File: src/rtl/mcs_di_bridge_if.sv
// MicroBlaze MCS IO bus bundle: the MCS drives strobes/address/data,
// the bridge answers with read data and ready.
interface mcs_di_bridge_if;
    logic        IO_Addr_Strobe;
    logic        IO_Read_Strobe;
    logic        IO_Write_Strobe;
    logic [31:0] IO_Address;
    logic [3:0]  IO_Byte_Enable;
    logic [31:0] IO_Write_Data;
    logic [31:0] IO_Read_Data;
    logic        IO_Ready;

    modport master (
        output IO_Addr_Strobe,
        output IO_Read_Strobe,
        output IO_Write_Strobe,
        output IO_Address,
        output IO_Byte_Enable,
        output IO_Write_Data,
        input  IO_Read_Data,
        input  IO_Ready
    );

    modport slave (
        input  IO_Addr_Strobe,
        input  IO_Read_Strobe,
        input  IO_Write_Strobe,
        input  IO_Address,
        input  IO_Byte_Enable,
        input  IO_Write_Data,
        output IO_Read_Data,
        output IO_Ready
    );
endinterface

File: src/rtl/mcs_di_bridge.sv
// Bridges single MicroBlaze MCS IO bus accesses onto the DI register
// interface, with byte-lane alignment and a bounded wait for DI ready.
module mcs_di_bridge #(
    parameter int unsigned TERM_WIDTH     = 16,
    parameter int unsigned TIMEOUT        = 1023,
    parameter int unsigned CNT_WIDTH      = 10,
    parameter logic [31:0] ERR_DATA       = 32'hDEADBEEF,
    parameter logic [15:0] TIMEOUT_STATUS = 16'hFFFF
) (
    input  logic                  ifclk,
    input  logic                  reset,

    mcs_di_bridge_if.slave        io,

    input  logic [TERM_WIDTH-1:0] mcs_term_addr,
    output logic [15:0]           mcs_transfer_status,
    input  logic                  timeout_clr,
    output logic                  timeout_err,
    output logic                  busy,

    output logic [TERM_WIDTH-1:0] di_term_addr,
    output logic [31:0]           di_reg_addr,
    output logic [31:0]           di_len,
    output logic                  di_read_mode,
    output logic                  di_read_req,
    output logic                  di_read,
    input  logic                  di_read_rdy,
    input  logic [31:0]           di_reg_datao,
    output logic                  di_write_mode,
    output logic                  di_write,
    input  logic                  di_write_rdy,
    output logic [31:0]           di_reg_datai,
    input  logic [15:0]           di_transfer_status
);

    localparam int unsigned     ADDR_W  = 28;
    localparam bit              TO_EN   = (TIMEOUT != 0);
    localparam logic [CNT_WIDTH-1:0] TO_LAST = CNT_WIDTH'(TIMEOUT - 1);

    typedef enum logic [2:0] {
        IDLE    = 3'd0,
        RD_REQ  = 3'd1,
        RD_WAIT = 3'd2,
        WR_WAIT = 3'd3,
        RESP    = 3'd4
    } state_t;

    state_t                state;
    state_t                state_nx;

    logic [ADDR_W-1:0]     addr_q;
    logic [3:0]            be_q;
    logic [31:0]           data_q;
    logic [TERM_WIDTH-1:0] term_q;
    logic [CNT_WIDTH-1:0]  cnt_q;
    logic [31:0]           rd_data_q;
    logic [15:0]           status_q;
    logic                  timeout_err_q;

    logic                  accept_rd;
    logic                  accept_wr;
    logic                  wait_st;
    logic                  rdy_c;
    logic                  timeout_hit;
    logic [1:0]            lane;
    logic [4:0]            lane_sh;
    logic [31:0]           be_mask;

    logic                  ready_c;
    logic                  busy_c;
    logic                  rd_mode_c;
    logic                  rd_req_c;
    logic                  rd_pulse_c;
    logic                  wr_mode_c;
    logic                  wr_pulse_c;

    // Only word address bits 29:2 reach the DI side.
    logic unused_addr_bits;
    assign unused_addr_bits = ^{io.IO_Address[31:30], io.IO_Address[1:0]};

    function automatic logic [1:0] lane_of(input logic [3:0] be);
        if (be[0])      return 2'd0;
        else if (be[1]) return 2'd1;
        else if (be[2]) return 2'd2;
        else if (be[3]) return 2'd3;
        else            return 2'd0;
    endfunction

    assign accept_rd = (state == IDLE) && io.IO_Addr_Strobe && io.IO_Read_Strobe;
    assign accept_wr = (state == IDLE) && io.IO_Addr_Strobe && io.IO_Write_Strobe
                       && !io.IO_Read_Strobe;

    assign wait_st     = (state == RD_WAIT) || (state == WR_WAIT);
    assign rdy_c       = (state == RD_WAIT) ? di_read_rdy : di_write_rdy;
    assign timeout_hit = TO_EN && wait_st && !rdy_c && (cnt_q == TO_LAST);

    // State register.
    always_ff @(posedge ifclk) begin
        if (reset) state <= IDLE;
        else       state <= state_nx;
    end

    // Next-state logic; a read strobe takes priority over a write strobe.
    always_comb begin
        state_nx = state;
        case (state)
            IDLE: begin
                if (accept_rd)      state_nx = RD_REQ;
                else if (accept_wr) state_nx = WR_WAIT;
            end
            RD_REQ:  state_nx = RD_WAIT;
            RD_WAIT: if (di_read_rdy || timeout_hit)  state_nx = RESP;
            WR_WAIT: if (di_write_rdy || timeout_hit) state_nx = RESP;
            RESP:    state_nx = IDLE;
            default: state_nx = IDLE;
        endcase
    end

    // State decode; everything is forced low while reset is held.
    always_comb begin
        ready_c    = 1'b0;
        busy_c     = 1'b0;
        rd_mode_c  = 1'b0;
        rd_req_c   = 1'b0;
        rd_pulse_c = 1'b0;
        wr_mode_c  = 1'b0;
        wr_pulse_c = 1'b0;
        if (!reset) begin
            busy_c = (state != IDLE);
            case (state)
                RD_REQ: begin
                    rd_mode_c = 1'b1;
                    rd_req_c  = 1'b1;
                end
                RD_WAIT: begin
                    rd_mode_c  = 1'b1;
                    rd_pulse_c = di_read_rdy;
                end
                WR_WAIT: begin
                    wr_mode_c  = 1'b1;
                    wr_pulse_c = di_write_rdy;
                end
                RESP:    ready_c = 1'b1;
                default: ;
            endcase
        end
    end

    // Request capture, held stable for the whole transaction.
    always_ff @(posedge ifclk) begin
        if (reset) begin
            addr_q <= '0;
            be_q   <= '0;
            data_q <= '0;
            term_q <= '0;
        end else begin
            if (accept_rd || accept_wr) begin
                addr_q <= io.IO_Address[29:2];
                be_q   <= io.IO_Byte_Enable;
                term_q <= mcs_term_addr;
            end
            if (accept_wr) data_q <= io.IO_Write_Data;
        end
    end

    assign lane    = lane_of(be_q);
    assign lane_sh = {lane, 3'b000};
    assign be_mask = {{8{be_q[3]}}, {8{be_q[2]}}, {8{be_q[1]}}, {8{be_q[0]}}};

    always_comb begin
        case (be_q)
            4'hF:       di_len = 32'd4;
            4'h3, 4'hC: di_len = 32'd2;
            default:    di_len = 32'd1;
        endcase
    end

    // Wait counter: cleared on entering a wait state, saturates at all ones.
    always_ff @(posedge ifclk) begin
        if (reset) begin
            cnt_q <= '0;
        end else if (((state_nx == RD_WAIT) || (state_nx == WR_WAIT)) && !wait_st) begin
            cnt_q <= '0;
        end else if (wait_st && !rdy_c && (cnt_q != '1)) begin
            cnt_q <= cnt_q + CNT_WIDTH'(1);
        end
    end

    // Response capture; a real DI completion always beats the timeout.
    always_ff @(posedge ifclk) begin
        if (reset) begin
            rd_data_q <= '0;
            status_q  <= '0;
        end else if (rd_pulse_c) begin
            rd_data_q <= (di_reg_datao << lane_sh) & be_mask;
            status_q  <= di_transfer_status;
        end else if (wr_pulse_c) begin
            status_q  <= di_transfer_status;
        end else if (timeout_hit) begin
            rd_data_q <= ERR_DATA;
            status_q  <= TIMEOUT_STATUS;
        end
    end

    // Sticky timeout flag; a new timeout wins over a simultaneous clear.
    always_ff @(posedge ifclk) begin
        if (reset)            timeout_err_q <= 1'b0;
        else if (timeout_hit) timeout_err_q <= 1'b1;
        else if (timeout_clr) timeout_err_q <= 1'b0;
    end

    assign io.IO_Ready          = ready_c;
    assign io.IO_Read_Data      = rd_data_q;
    assign mcs_transfer_status  = status_q;
    assign timeout_err          = timeout_err_q;
    assign busy                 = busy_c;

    assign di_term_addr  = term_q;
    assign di_reg_addr   = {4'b0000, addr_q};
    assign di_reg_datai  = data_q >> lane_sh;
    assign di_read_mode  = rd_mode_c;
    assign di_read_req   = rd_req_c;
    assign di_read       = rd_pulse_c;
    assign di_write_mode = wr_mode_c;
    assign di_write      = wr_pulse_c;

endmodule

File: src/flat_wrapper.sv
// flat-port wrapper written by rule: the top's interface ports become plain ports
module mcs_di_bridge_flat 
#(
    parameter int unsigned TERM_WIDTH     = 16,
    parameter int unsigned TIMEOUT        = 1023,
    parameter int unsigned CNT_WIDTH      = 10,
    parameter logic [31:0] ERR_DATA       = 32'hDEADBEEF,
    parameter logic [15:0] TIMEOUT_STATUS = 16'hFFFF
)
  (ifclk, reset, mcs_term_addr, mcs_transfer_status, timeout_clr, timeout_err, busy, di_term_addr, di_reg_addr, di_len, di_read_mode, di_read_req, di_read, di_read_rdy, di_reg_datao, di_write_mode, di_write, di_write_rdy, di_reg_datai, di_transfer_status, io_IO_Addr_Strobe, io_IO_Read_Strobe, io_IO_Write_Strobe, io_IO_Address, io_IO_Byte_Enable, io_IO_Write_Data, io_IO_Read_Data, io_IO_Ready);
  mcs_di_bridge_if io_i ();
  input  logic ifclk;
  input  logic reset;
  input  logic [TERM_WIDTH-1:0] mcs_term_addr;
  output logic [15:0] mcs_transfer_status;
  input  logic timeout_clr;
  output logic timeout_err;
  output logic busy;
  output logic [TERM_WIDTH-1:0] di_term_addr;
  output logic [31:0] di_reg_addr;
  output logic [31:0] di_len;
  output logic di_read_mode;
  output logic di_read_req;
  output logic di_read;
  input  logic di_read_rdy;
  input  logic [31:0] di_reg_datao;
  output logic di_write_mode;
  output logic di_write;
  input  logic di_write_rdy;
  output logic [31:0] di_reg_datai;
  input  logic [15:0] di_transfer_status;
  input wire logic [$bits(io_i.IO_Addr_Strobe)-1:0] io_IO_Addr_Strobe;
  input wire logic [$bits(io_i.IO_Read_Strobe)-1:0] io_IO_Read_Strobe;
  input wire logic [$bits(io_i.IO_Write_Strobe)-1:0] io_IO_Write_Strobe;
  input wire logic [$bits(io_i.IO_Address)-1:0] io_IO_Address;
  input wire logic [$bits(io_i.IO_Byte_Enable)-1:0] io_IO_Byte_Enable;
  input wire logic [$bits(io_i.IO_Write_Data)-1:0] io_IO_Write_Data;
  output wire logic [$bits(io_i.IO_Read_Data)-1:0] io_IO_Read_Data;
  output wire logic [$bits(io_i.IO_Ready)-1:0] io_IO_Ready;
  assign io_i.IO_Addr_Strobe = io_IO_Addr_Strobe;
  assign io_i.IO_Read_Strobe = io_IO_Read_Strobe;
  assign io_i.IO_Write_Strobe = io_IO_Write_Strobe;
  assign io_i.IO_Address = io_IO_Address;
  assign io_i.IO_Byte_Enable = io_IO_Byte_Enable;
  assign io_i.IO_Write_Data = io_IO_Write_Data;
  assign io_IO_Read_Data = io_i.IO_Read_Data;
  assign io_IO_Ready = io_i.IO_Ready;
  mcs_di_bridge #(.TERM_WIDTH(TERM_WIDTH), .TIMEOUT(TIMEOUT), .CNT_WIDTH(CNT_WIDTH), .ERR_DATA(ERR_DATA), .TIMEOUT_STATUS(TIMEOUT_STATUS)) u_core (.ifclk(ifclk), .reset(reset), .io(io_i), .mcs_term_addr(mcs_term_addr), .mcs_transfer_status(mcs_transfer_status), .timeout_clr(timeout_clr), .timeout_err(timeout_err), .busy(busy), .di_term_addr(di_term_addr), .di_reg_addr(di_reg_addr), .di_len(di_len), .di_read_mode(di_read_mode), .di_read_req(di_read_req), .di_read(di_read), .di_read_rdy(di_read_rdy), .di_reg_datao(di_reg_datao), .di_write_mode(di_write_mode), .di_write(di_write), .di_write_rdy(di_write_rdy), .di_reg_datai(di_reg_datai), .di_transfer_status(di_transfer_status));
endmodule
File: config.mk
export PLATFORM = sky130hd
export DESIGN_NAME = mcs_di_bridge_flat
export DESIGN_NICKNAME = d
export VERILOG_FILES = /design/src/rtl/mcs_di_bridge_if.sv /design/src/rtl/mcs_di_bridge.sv /design/src/flat_wrapper.sv
export SDC_FILE = /design/constraint.sdc
export NUM_CORES = 1
export LEC_CHECK = 0
export CAP_MARGIN = 10
export CORE_ASPECT_RATIO = 0.7
export CORE_MARGIN = 1.5
export CORE_UTILIZATION = 43
export CTS_BUF_LIST = sky130_fd_sc_hd__clkbuf_8
export DETAILED_ROUTE_END_ITERATION = 12
export PLACE_DENSITY = 0.89
export SKIP_LAST_GASP = 1
export SLEW_MARGIN = 25
export SYNTH_ARGS = -nofsm -noshare
export SYNTH_HDL_FRONTEND = slang
export SYNTH_SLANG_ARGS = --single-unit
File: constraint.sdc
create_clock -name ifclk -period 2.5 [get_ports ifclk]
set_clock_uncertainty 0.05 [all_clocks]
set_input_delay 0.5 -clock ifclk [delete_from_list [all_inputs] [get_ports ifclk]]
set_output_delay 0.5 -clock ifclk [all_outputs]
set_load 0.05 [all_outputs]
==> results of run 1 <==
## kinds of logic (layout without fill, tap and decap cells)
logic type / Yosys count / in the layout / synth area share (%)
DFF: 142 / 142 / 42.6
buffers and inverters: 102 / 367 / 8.41
other: 1 / 33 / 0.0562
and+or+nand+nor: 357 / 357 / 24.2
xor gates and xnor gates: 1 / 1 / 0.131
muxes: 50 / 50 / 7.57
adders and majority gates: 2 / 2 / 0.375
AOI/OAI and AO/OA: 183 / 183 / 16.7
## cell type report
class	count	area (sq um)	area share, %
Clock buffer	19	262	2.37
Multi-Input combinational cell	626	3800	34.4
Inverter	4	16.3	0.147
Clock inverter	13	140	1.27
Sequential cell	142	2850	25.8
Timing Repair Buffer	331	3730	33.8
Tap cell	195	244	2.21
## layout by cell type (no fill, tap or decap), types with 4 or more instances in the layout
| cell | netlist | routed |
|---|---|---|
| clkdlybuf4s50_1 | 0 | 227 |
| nand2_1 | 186 | 185 |
| dfxtp_1 | 142 | 138 |
| a21oi_1 | 99 | 99 |
| nor3_1 | 59 | 55 |
| buf_12 | 0 | 51 |
| buf_4 | 36 | 49 |
| conb_1 | 1 | 33 |
| nor2_1 | 45 | 32 |
| o21ai_0 | 25 | 25 |
| clkbuf_8 | 0 | 19 |
| mux2i_1 | 46 | 17 |
| mux2i_2 | 0 | 15 |
| mux2i_4 | 0 | 14 |
| a31oi_1 | 12 | 12 |
| nor2_2 | 0 | 11 |
| nand3_1 | 11 | 11 |
| o31ai_1 | 11 | 11 |
| o2bb2ai_2 | 0 | 8 |
| nor2b_2 | 0 | 7 |
| nand2b_1 | 8 | 7 |
| or4_1 | 7 | 7 |
| inv_1 | 3 | 5 |
| o31a_1 | 5 | 5 |
| clkinvlp_4 | 0 | 5 |
| nor3_2 | 1 | 4 |
| nor2b_1 | 11 | 4 |
| mux2_2 | 4 | 4 |
| or3_1 | 4 | 4 |
| and4_1 | 4 | 4 |
## stage by stage
step	setup WS (ps)	utilization [%]	cells
3_5_place_dp	-99.3	68.3	1284
4_1_cts	-31.7	72.5	1324
3_3_place_gp	-3.79	68.3	1284
2_1_floorplan	-265	-	870
5_1_grt	-156	73.9	1330
6_report	-116	73.9	1330
## state kept, by name (all words and copies together), names as in the netlist
name and count:
u_core.cnt_q 10, u_core.state 3, u_core.addr_q 28, u_core.be_q 4, u_core.data_q 32, u_core.mcs_transfer_status 16, u_core.io.IO_Read_Data 32, u_core.timeout_err 1
u_core.di_term_addr 16
## power by group through the flow
stage | combinational (mW) | clock, mW | sequential [mW]
after floorplan | 0.748 | 0 | 2.70
after global placement | 1.61 | 0 | 2.47
after detailed placement | 1.63 | 0 | 2.48
after CTS | 1.72 | 1.90 | 2.43
after global routing | 1.89 | 2.02 | 2.46
final | 1.82 | 1.88 | 2.44
## routing by layer
layer / GRT usage, % / part of all wire (%)
met3: 9.86 / 11
met5: 0 / 0
met4: 10.6 / 4.4
met1: 36.8 / 38
met2: 47.3 / 46
## synthesized netlist by cell type (3+ instances only)
| cell type | instances |
|---|---|
| buf_2 | 23 |
| and4_1 | 4 |
| o211a_1 | 3 |
| nand3_1 | 11 |
| o32ai_1 | 3 |
| mux2i_1 | 46 |
| inv_1 | 3 |
| o311a_1 | 3 |
| o31ai_1 | 11 |
| nand2b_1 | 8 |
| dfxtp_1 | 142 |
| o21ai_0 | 25 |
| a31oi_1 | 12 |
| a21oi_1 | 99 |
| nor3_1 | 59 |
| o22ai_1 | 3 |
| buf_4 | 36 |
| o2bb2ai_1 | 9 |
| o31a_1 | 5 |
| nand4_1 | 3 |
| nor2_1 | 45 |
| nor2b_1 | 11 |
| or4_1 | 7 |
| or3_1 | 4 |
| clkbuf_1 | 37 |
| mux2_2 | 4 |
| nand2_1 | 186 |
## repair_timing
action	4_1_cts	5_1_grt
setup endpoints to repair	33	30
pin swaps	2	1
gates resized for setup	33	31
gates cloned	2	2
setup buffers	6	6
hold buffers	0	0
## worst max-delay path by stage
stage,cells after the start,startpoint,endpoint
detailed placement,6,di_read_rdy,u_core.mcs_transfer_status[13]
CTS,7,u_core.be_q[2],di_reg_datai[13]
global route,7,u_core.be_q[1],di_reg_datai[0]
finish,7,u_core.be_q[3],di_reg_datai[5]
global placement,5,di_write_rdy,u_core.io.IO_Read_Data[22]
floorplan,5,u_core.be_q[0],di_len[0]
## critical path: cells and delay by family (launching register included)
kind                   cells  cell delay (ps)
AOI/OAI and AO/OA          1              180
buffers and inverters      3              470
DFF                        1              400
muxes                      2              460
and+or+nand+nor            1               90
==> results.py, run 1 <==
metrics = {
    "outcome": {
        "status": "finished, violations left",
        "violations": "negative setup slack",
    },
    "critical_path": {
        "arrival_ps": 2070,
        "reg2reg_from": "u_core.state[0]",
        "rrSetupSlack_ps": 300,
        "end_kind": "output pin",
        "crit_chain": "nand2b_4 > a21oi_4 > buf_12 > buf_12 > mux2i_4 > mux2i_4 > buf_12",
        "max_stage_delay_ps": 400,
        "path_max_fanout": 5,
        "critPathMostFrequentCell": "buf_12",
        "cp_slowest_cell": "dfxtp_2",
        "worstSetupPathType": "reg -> out",
        "r2r-end": "u_core.data_q[16]",
        "reg2regPathDepth": 7,
        "crit_required_ps": 1950,
        "start_kind": "flop",
    },
    "power_and_ir_drop": {
        "p_comb_share_pct": 29.6,
        "powerDensity_nw_per_um2": 556,
        "seqPwrFrac_pct": 39.8,
        "switching_share_pct": 33.9,
        "p_sw_mw": 2.08,
        "leakage_nw": 4.00,
        "power_mw": 6.15,
        "p_int_mw": 4.06,
        "clkPwrFrac_pct": 30.6,
        "irDropWorstVdd_v": 0.000334,
    },
    "cells_and_area": {
        "drive_above_1_share_pct": 19.3,
        "nFillCells": 997,
        "diodes": 0,
        "area_delta_synth_final_pct": 65.5,
        "finish.instance_area_sq_um": 11100,
        "nNetsFinal": 1264,
    },
    "timing": {
        "slew_headroom_pct": 52.4,
        "setup_slack_ps": -116,
        "timing.hold.ws_ps": 405,
        "period_share_pct": 105,
        "rsz0062_at_grt": "yes",
        "finalHoldViolCount": 0,
        "slew_viol_final": 0,
        "setup_viol": 20,
        "fmax_mhz": 382,
        "tns_ps": -892,
        "period_minus_slack_ps": 2620,
        "tightest_slew_ps": 705,
    },
    "logic_synthesis": {
        "synth_area_per_cell_sq_um": 7.97,
        "yosys-top-cells-area": "dfxtp_1 (43%), nand2_1 (10%), a21oi_1 (7.4%)",
        "yosysUniqueCellTypes": 53,
        "netlist_instances": 838,
        "synth_edf_count": 0,
        "synth_top_area_share_pct": 42.6,
        "syn-cell-area_sq_um": 6680,
        "yosysTopAreaCell": "dfxtp_1",
        "async_flop_share_pct": 0,
        "synth_seq_area_share_pct": 42.6,
        "ys.flop_type": "dfxtp_1",
        "ys_ff_latch": 142,
        "ys_warn_count": 0,
    },
    "floorplan": {
        "rows": 37,
        "die_x_um": 152,
        "fp.dieH_um": 107,
        "die_area_sq_um": 16300,
        "initial_utilization_pct": 44.6,
        "ios": 308,
        "core_area_sq_um": 15000,
    },
    "min_path": {
        "worstHoldPathCells": 2,
        "hold_start": "u_core.addr_q[1]",
        "hold_end": "u_core.addr_q[1]",
        "hold_path.class": "reg -> reg",
    },
    "placed_design": {
        "place_area_sq_um": 10200,
        "dp_hpwl_um": 17500,
        "port_buffers": 270,
        "gp_congestion": 0.872,
    },
    "cts": {
        "clock_sinks": 142,
        "h-tree-depth": 4,
        "path_clk_slew_ps": 80,
        "cts-root-buf": "clkbuf_8",
        "numCtsBuffers": 17,
        "tritoncts": "built",
        "clk-insertion-delay-late_ps": 450,
        "cts_buffer_depth": 2,
    },
    "run": {
        "cap_violations": 0,
    },
    "routing": {
        "drcViolationCount": 0,
        "wl_um": 26500,
        "drtIter0Drc": 614,
        "wire_per_inst_um": 19.9,
        "firstDrtPassIters": 5,
        "antenna_left": 0,
        "vias_per_cell": 5.71,
        "vias": 7600,
    },
    "global_route": {
        "grt_pass1_vias": 7233,
        "grt_max_degree": 43,
        "grt_overflow_total": 0,
        "antenna_found_initial": 0,
        "grt_pass1_wl_um": 38100,
        "grt_usage_pct": 29.4,
    },
}
No activity file was read; power rests on OpenSTA's default activity.
==> run 2, diff against run 1 <==
- PLACE_DENSITY: 0.89 -> default
- PLACE_DENSITY_LB_ADDON: default -> 0.15
==> results.py, run 2 (synthesis gave the netlist of run 1 again) <==
metrics = {
    "outcome": {
        "status": "finished, violations left",
        "violations": "negative setup slack",
    },
    "cts": {
        "cts-root-buf": "clkbuf_8",
        "clock_sinks": 142,
        "cts_buffer_depth": 2,
        "numCtsBuffers": 17,
        "tritoncts": "built",
        "path_clk_slew_ps": 80,
        "h-tree-depth": 4,
        "holdBufCountCts": 0,
        "clk-insertion-delay-late_ps": 430,
    },
    "timing": {
        "setup_viol": 9,
        "tightest_slew_ps": 689,
        "period_share_pct": 102,
        "fmax_mhz": 392,
        "rsz0062_at_grt": "yes",
        "setup_slack_ps": -51.9,
        "finalHoldViolCount": 0,
        "slew_headroom_pct": 53.9,
        "period_minus_slack_ps": 2550,
        "slew_viol_final": 0,
    },
    "run": {
        "cap_violations": 0,
    },
    "floorplan": {
        "ios": 308,
        "die_area_sq_um": 16300,
        "initial_utilization_pct": 44.6,
        "die_x_um": 152,
        "core_area_sq_um": 15000,
        "fp.dieH_um": 107,
        "rows": 37,
    },
    "cells_and_area": {
        "mostFrequentLayoutCells": "clkdlybuf4s50_1 (227), nand2_1 (185), dfxtp_1 (137)",
        "finish.instance_area_sq_um": 11000,
        "utilization_pct": 73.7,
        "multi_input_area_sq_um": 3810,
        "mostFrequentLayoutCell": "clkdlybuf4s50_1",
        "nNetsFinal": 1263,
        "nFillCells": 1108,
        "seq_area_sq_um": 2850,
        "area_delta_synth_final_pct": 65.1,
        "drive_above_1_share_pct": 18.9,
        "diodes": 0,
    },
    "global_route": {
        "grt_overflow_total": 0,
        "grt_pass1_vias": 6544,
        "antenna_found_initial": 0,
        "grt_pass1_wl_um": 35700,
        "grt_max_degree": 52,
        "grt_usage_pct": 27.7,
    },
    "placed_design": {
        "dp_slack_ps": -63.1,
        "place_area_sq_um": 10200,
        "gp_congestion": 0.876,
        "dp_hpwl_um": 16600,
        "port_buffers": 270,
    },
    "critical_path": {
        "worstSetupPathType": "reg -> out",
        "end_kind": "output pin",
        "start_kind": "flop",
        "crit_required_ps": 1950,
        "arrival_ps": 2000,
        "path_max_fanout": 6,
    },
    "power_and_ir_drop": {
        "power_mw": 6.06,
        "leakage_nw": 3.99,
        "powerDensity_nw_per_um2": 549,
        "irDropWorstVdd_v": 0.000370,
    },
    "routing": {
        "wire_per_inst_um": 17.6,
        "drcViolationCount": 0,
        "firstDrtPassIters": 5,
        "wl_um": 23400,
        "vias": 7074,
        "vias_per_cell": 5.33,
        "drtIter0Drc": 585,
        "antenna_left": 0,
    },
    "min_path": {
        "hold_path.class": "in -> reg",
    },
}
run 2: cell count changes in the layout (fill, tap and decap cells not counted), sizes merged:
cell	previous run	this run
clkbuf	21	17
clkinvlp	5	6
bufbuf	0	1
run 2: repair_timing:
item,CTS,global route
setup buffers,4,4
setup endpoints to repair,25,24
gates cloned,2,0
resized for setup,50,14
pin swaps,4,4
run 2: final cells by class:
type                    count  share of cell area (%)
flip-flops and latches    142                    25.9
well taps                 195                    2.21
clock buffers              17                    2.12
repair buffers            330                    33.7
inverters                   4                   0.182
multi-input cells         626                    34.5
clock inverters            14                    1.34
run 2: path summary, 6_finish.rpt:
| kind | start | to | slack [ps] | cells past startpoint |
|---|---|---|---|---|
| min reg2reg | u_core.di_term_addr[14] | u_core.di_term_addr[14] | 410 | 2 |
| min | reset | u_core.io.IO_Read_Data[4] | 320 | 2 |
| max | u_core.be_q[2] | di_reg_datai[4] | -50 | 8 |
| max reg2reg | u_core.state[0] | u_core.io.IO_Read_Data[31] | 340 | 7 |
run 2: stage by stage:
step / std cells / setup TNS [ps] / hold slack [ps]
6_report: 1328 / -246 / 324
5_1_grt: 1328 / -1160 / 308
4_1_cts: 1324 / -274 / 284
3_5_place_dp: 1287 / -457 / 396
3_3_place_gp: 1287 / 0 / 391
2_1_floorplan: 870 / -265 / 386
run 2: report_power, final:
group / switching [mW] / internal, mW / total [mW]
combinational: 1.02 / 0.769 / 1.79
clock: 0.948 / 0.882 / 1.83
sequential: 0.0785 / 2.36 / 2.44
total: 2.05 / 4.01 / 6.06
run 2: worst max-delay path: stages (launching register included):
cell and delay [ps]:
dfxtp_2 320, nand2b_4 150, a21oi_4 140, buf_12 140, buf_12 140, buf_6 140, mux2i_2 240, mux2i_2 120
buf_12 170
run 2: routing by layer:
layer	up-vias	share of wire [%]	track usage [%]
met3	26	8.7	7.89
met2	334	46	44.9
met1	3308	43	36.2
li1	3406	-	-
met4	0	1.7	7.42
met5	-	0	0
==> run 3, diff against run 2 <==
- SKIP_LAST_GASP: 1 -> default
==> results.py, run 3 (synthesis gave the netlist of run 1 again) <==
metrics = {
    "critical_path": {
        "path_max_fanout": 6,
        "reg2reg_from": "u_core.state[0]",
        "arrival_ps": 2000,
        "critPathLaunch": "u_core.be_q[2]",
        "reg2regPathDepth": 7,
        "rrSetupSlack_ps": 350,
        "end_kind": "output pin",
        "start_kind": "flop",
        "crit_required_ps": 1950,
        "worstSetupPathType": "reg -> out",
        "r2r-end": "u_core.io.IO_Read_Data[31]",
    },
    "cells_and_area": {
        "seq_area_sq_um": 2850,
        "utilization_pct": 73.7,
        "nFillCells": 1108,
        "multi_input_area_sq_um": 3810,
        "finish.instance_area_sq_um": 11000,
        "layout.cells.non_filler": 1328,
        "diodes": 0,
        "mostFrequentLayoutCells": "clkdlybuf4s50_1 (227), nand2_1 (185), dfxtp_1 (137)",
        "mostFrequentLayoutCell": "clkdlybuf4s50_1",
        "area_delta_synth_final_pct": 65.1,
        "drive_above_1_share_pct": 18.9,
        "nNetsFinal": 1263,
    },
    "cts": {
        "path_clk_slew_ps": 80,
        "holdBufCountCts": 0,
        "h-tree-depth": 4,
        "cts_buffer_depth": 2,
        "cts-root-buf": "clkbuf_8",
        "clock_sinks": 142,
        "numCtsBuffers": 17,
        "tritoncts": "built",
        "clk-insertion-delay-late_ps": 430,
    },
    "timing": {
        "tightest_slew_ps": 690,
        "setup_viol": 9,
        "finalHoldViolCount": 0,
        "period_share_pct": 102,
        "rsz0062_at_grt": "yes",
        "timing.hold.ws_ps": 323,
        "setup_slack_ps": -49.7,
        "period_minus_slack_ps": 2550,
        "fmax_mhz": 392,
        "slew_headroom_pct": 53.8,
        "slew_viol_final": 0,
    },
    "global_route": {
        "grt_max_degree": 52,
        "grt_pass1_vias": 6547,
        "grt_usage_pct": 27.7,
        "antenna_found_initial": 0,
        "grt_pass1_wl_um": 35700,
        "grt_overflow_total": 0,
    },
    "power_and_ir_drop": {
        "seqPwrFrac_pct": 40.3,
        "leakage_nw": 3.99,
        "power_mw": 6.05,
        "p_int_mw": 4.01,
        "switching_share_pct": 33.7,
        "clkPwrFrac_pct": 30.2,
        "irDropWorstVdd_v": 0.000370,
        "p_comb_share_pct": 29.6,
        "p_sw_mw": 2.04,
        "powerDensity_nw_per_um2": 549,
    },
    "placed_design": {
        "dp_hpwl_um": 16600,
        "port_buffers": 270,
        "gp_congestion": 0.876,
        "dp.cells": 1287,
        "place_area_sq_um": 10200,
    },
    "min_path": {
        "worstHoldPathCells": 2,
        "hold_path.class": "in -> reg",
        "hold_end": "u_core.io.IO_Read_Data[4]",
        "hold_start": "reset",
    },
    "routing": {
        "vias_per_cell": 5.31,
        "vias": 7058,
        "drtIter0Drc": 573,
        "drcViolationCount": 0,
        "firstDrtPassIters": 5,
        "wire_per_inst_um": 17.6,
        "wl_um": 23300,
        "antenna_left": 0,
    },
    "floorplan": {
        "rows": 37,
        "die_area_sq_um": 16300,
        "ios": 308,
        "core_area_sq_um": 15000,
        "initial_utilization_pct": 44.6,
        "fp.dieH_um": 107,
        "die_x_um": 152,
    },
    "outcome": {
        "status": "finished, violations left",
        "violations": "negative setup slack",
    },
    "run": {
        "cap_violations": 0,
    },
}
run 3: cell counts in the layout (fill, tap and decap cells not counted):
No cell type changed its count.
run 3: how the worst max path moves through the flow:
stage	to	slack [ps]	cells past startpoint
floorplan	di_len[0]	-260	5
global placement	u_core.mcs_transfer_status[12]	40	6
detailed placement	u_core.mcs_transfer_status[12]	-60	6
CTS	di_reg_datai[2]	-40	8
global route	di_reg_datai[4]	-130	8
finish	di_reg_datai[4]	-50	8
run 3: timing repair:
| item | 4_1_cts | 5_1_grt |
|---|---|---|
| gates cloned | 2 | 0 |
| resized for setup | 50 | 14 |
| setup endpoints to repair | 25 | 24 |
| pin swaps | 5 | 6 |
| buffers inserted | 4 | 4 |
run 3: cell type report:
type	instances	area share (%)
Multi-Input combinational cell	626	34.5
Timing Repair Buffer	330	33.7
Sequential cell	142	25.9
Tap cell	195	2.21
Clock buffer	17	2.12
Clock inverter	14	1.34
Inverter	4	0.182
run 3: power by group through the flow:
stage	Clock [mW]	Sequential [mW]	Combinational (mW)
after floorplan	0	2.70	0.748
after global placement	0	2.47	1.63
after detailed placement	0	2.48	1.64
after CTS	1.86	2.43	1.75
after global routing	1.96	2.45	1.87
final	1.83	2.44	1.79
run 3: critical path, stage by stage, from the launching register on:
cell,delay (ps)
dfxtp_2,320
nand2b_4,150
a21oi_4,140
buf_12,140
buf_12,140
buf_6,140
mux2i_2,240
mux2i_2,120
buf_12,170
run 3: per-layer routing:
layer / part of all wire [%] / vias to the layer above / track usage (%)
met2: 46 / 338 / 44.9
met4: 1.6 / 0 / 7.42
met5: 0 / - / 0
met3: 8.4 / 29 / 7.89
li1: - / 3404 / -
met1: 43 / 3287 / 36.3
run 3: through the flow:
step           TNS [ps]  worst slack, ps
3_5_place_dp       -457            -63.1
5_1_grt           -1150             -130
2_1_floorplan      -265             -265
6_report           -248            -49.7
4_1_cts            -225            -38.4
3_3_place_gp          0             37.9
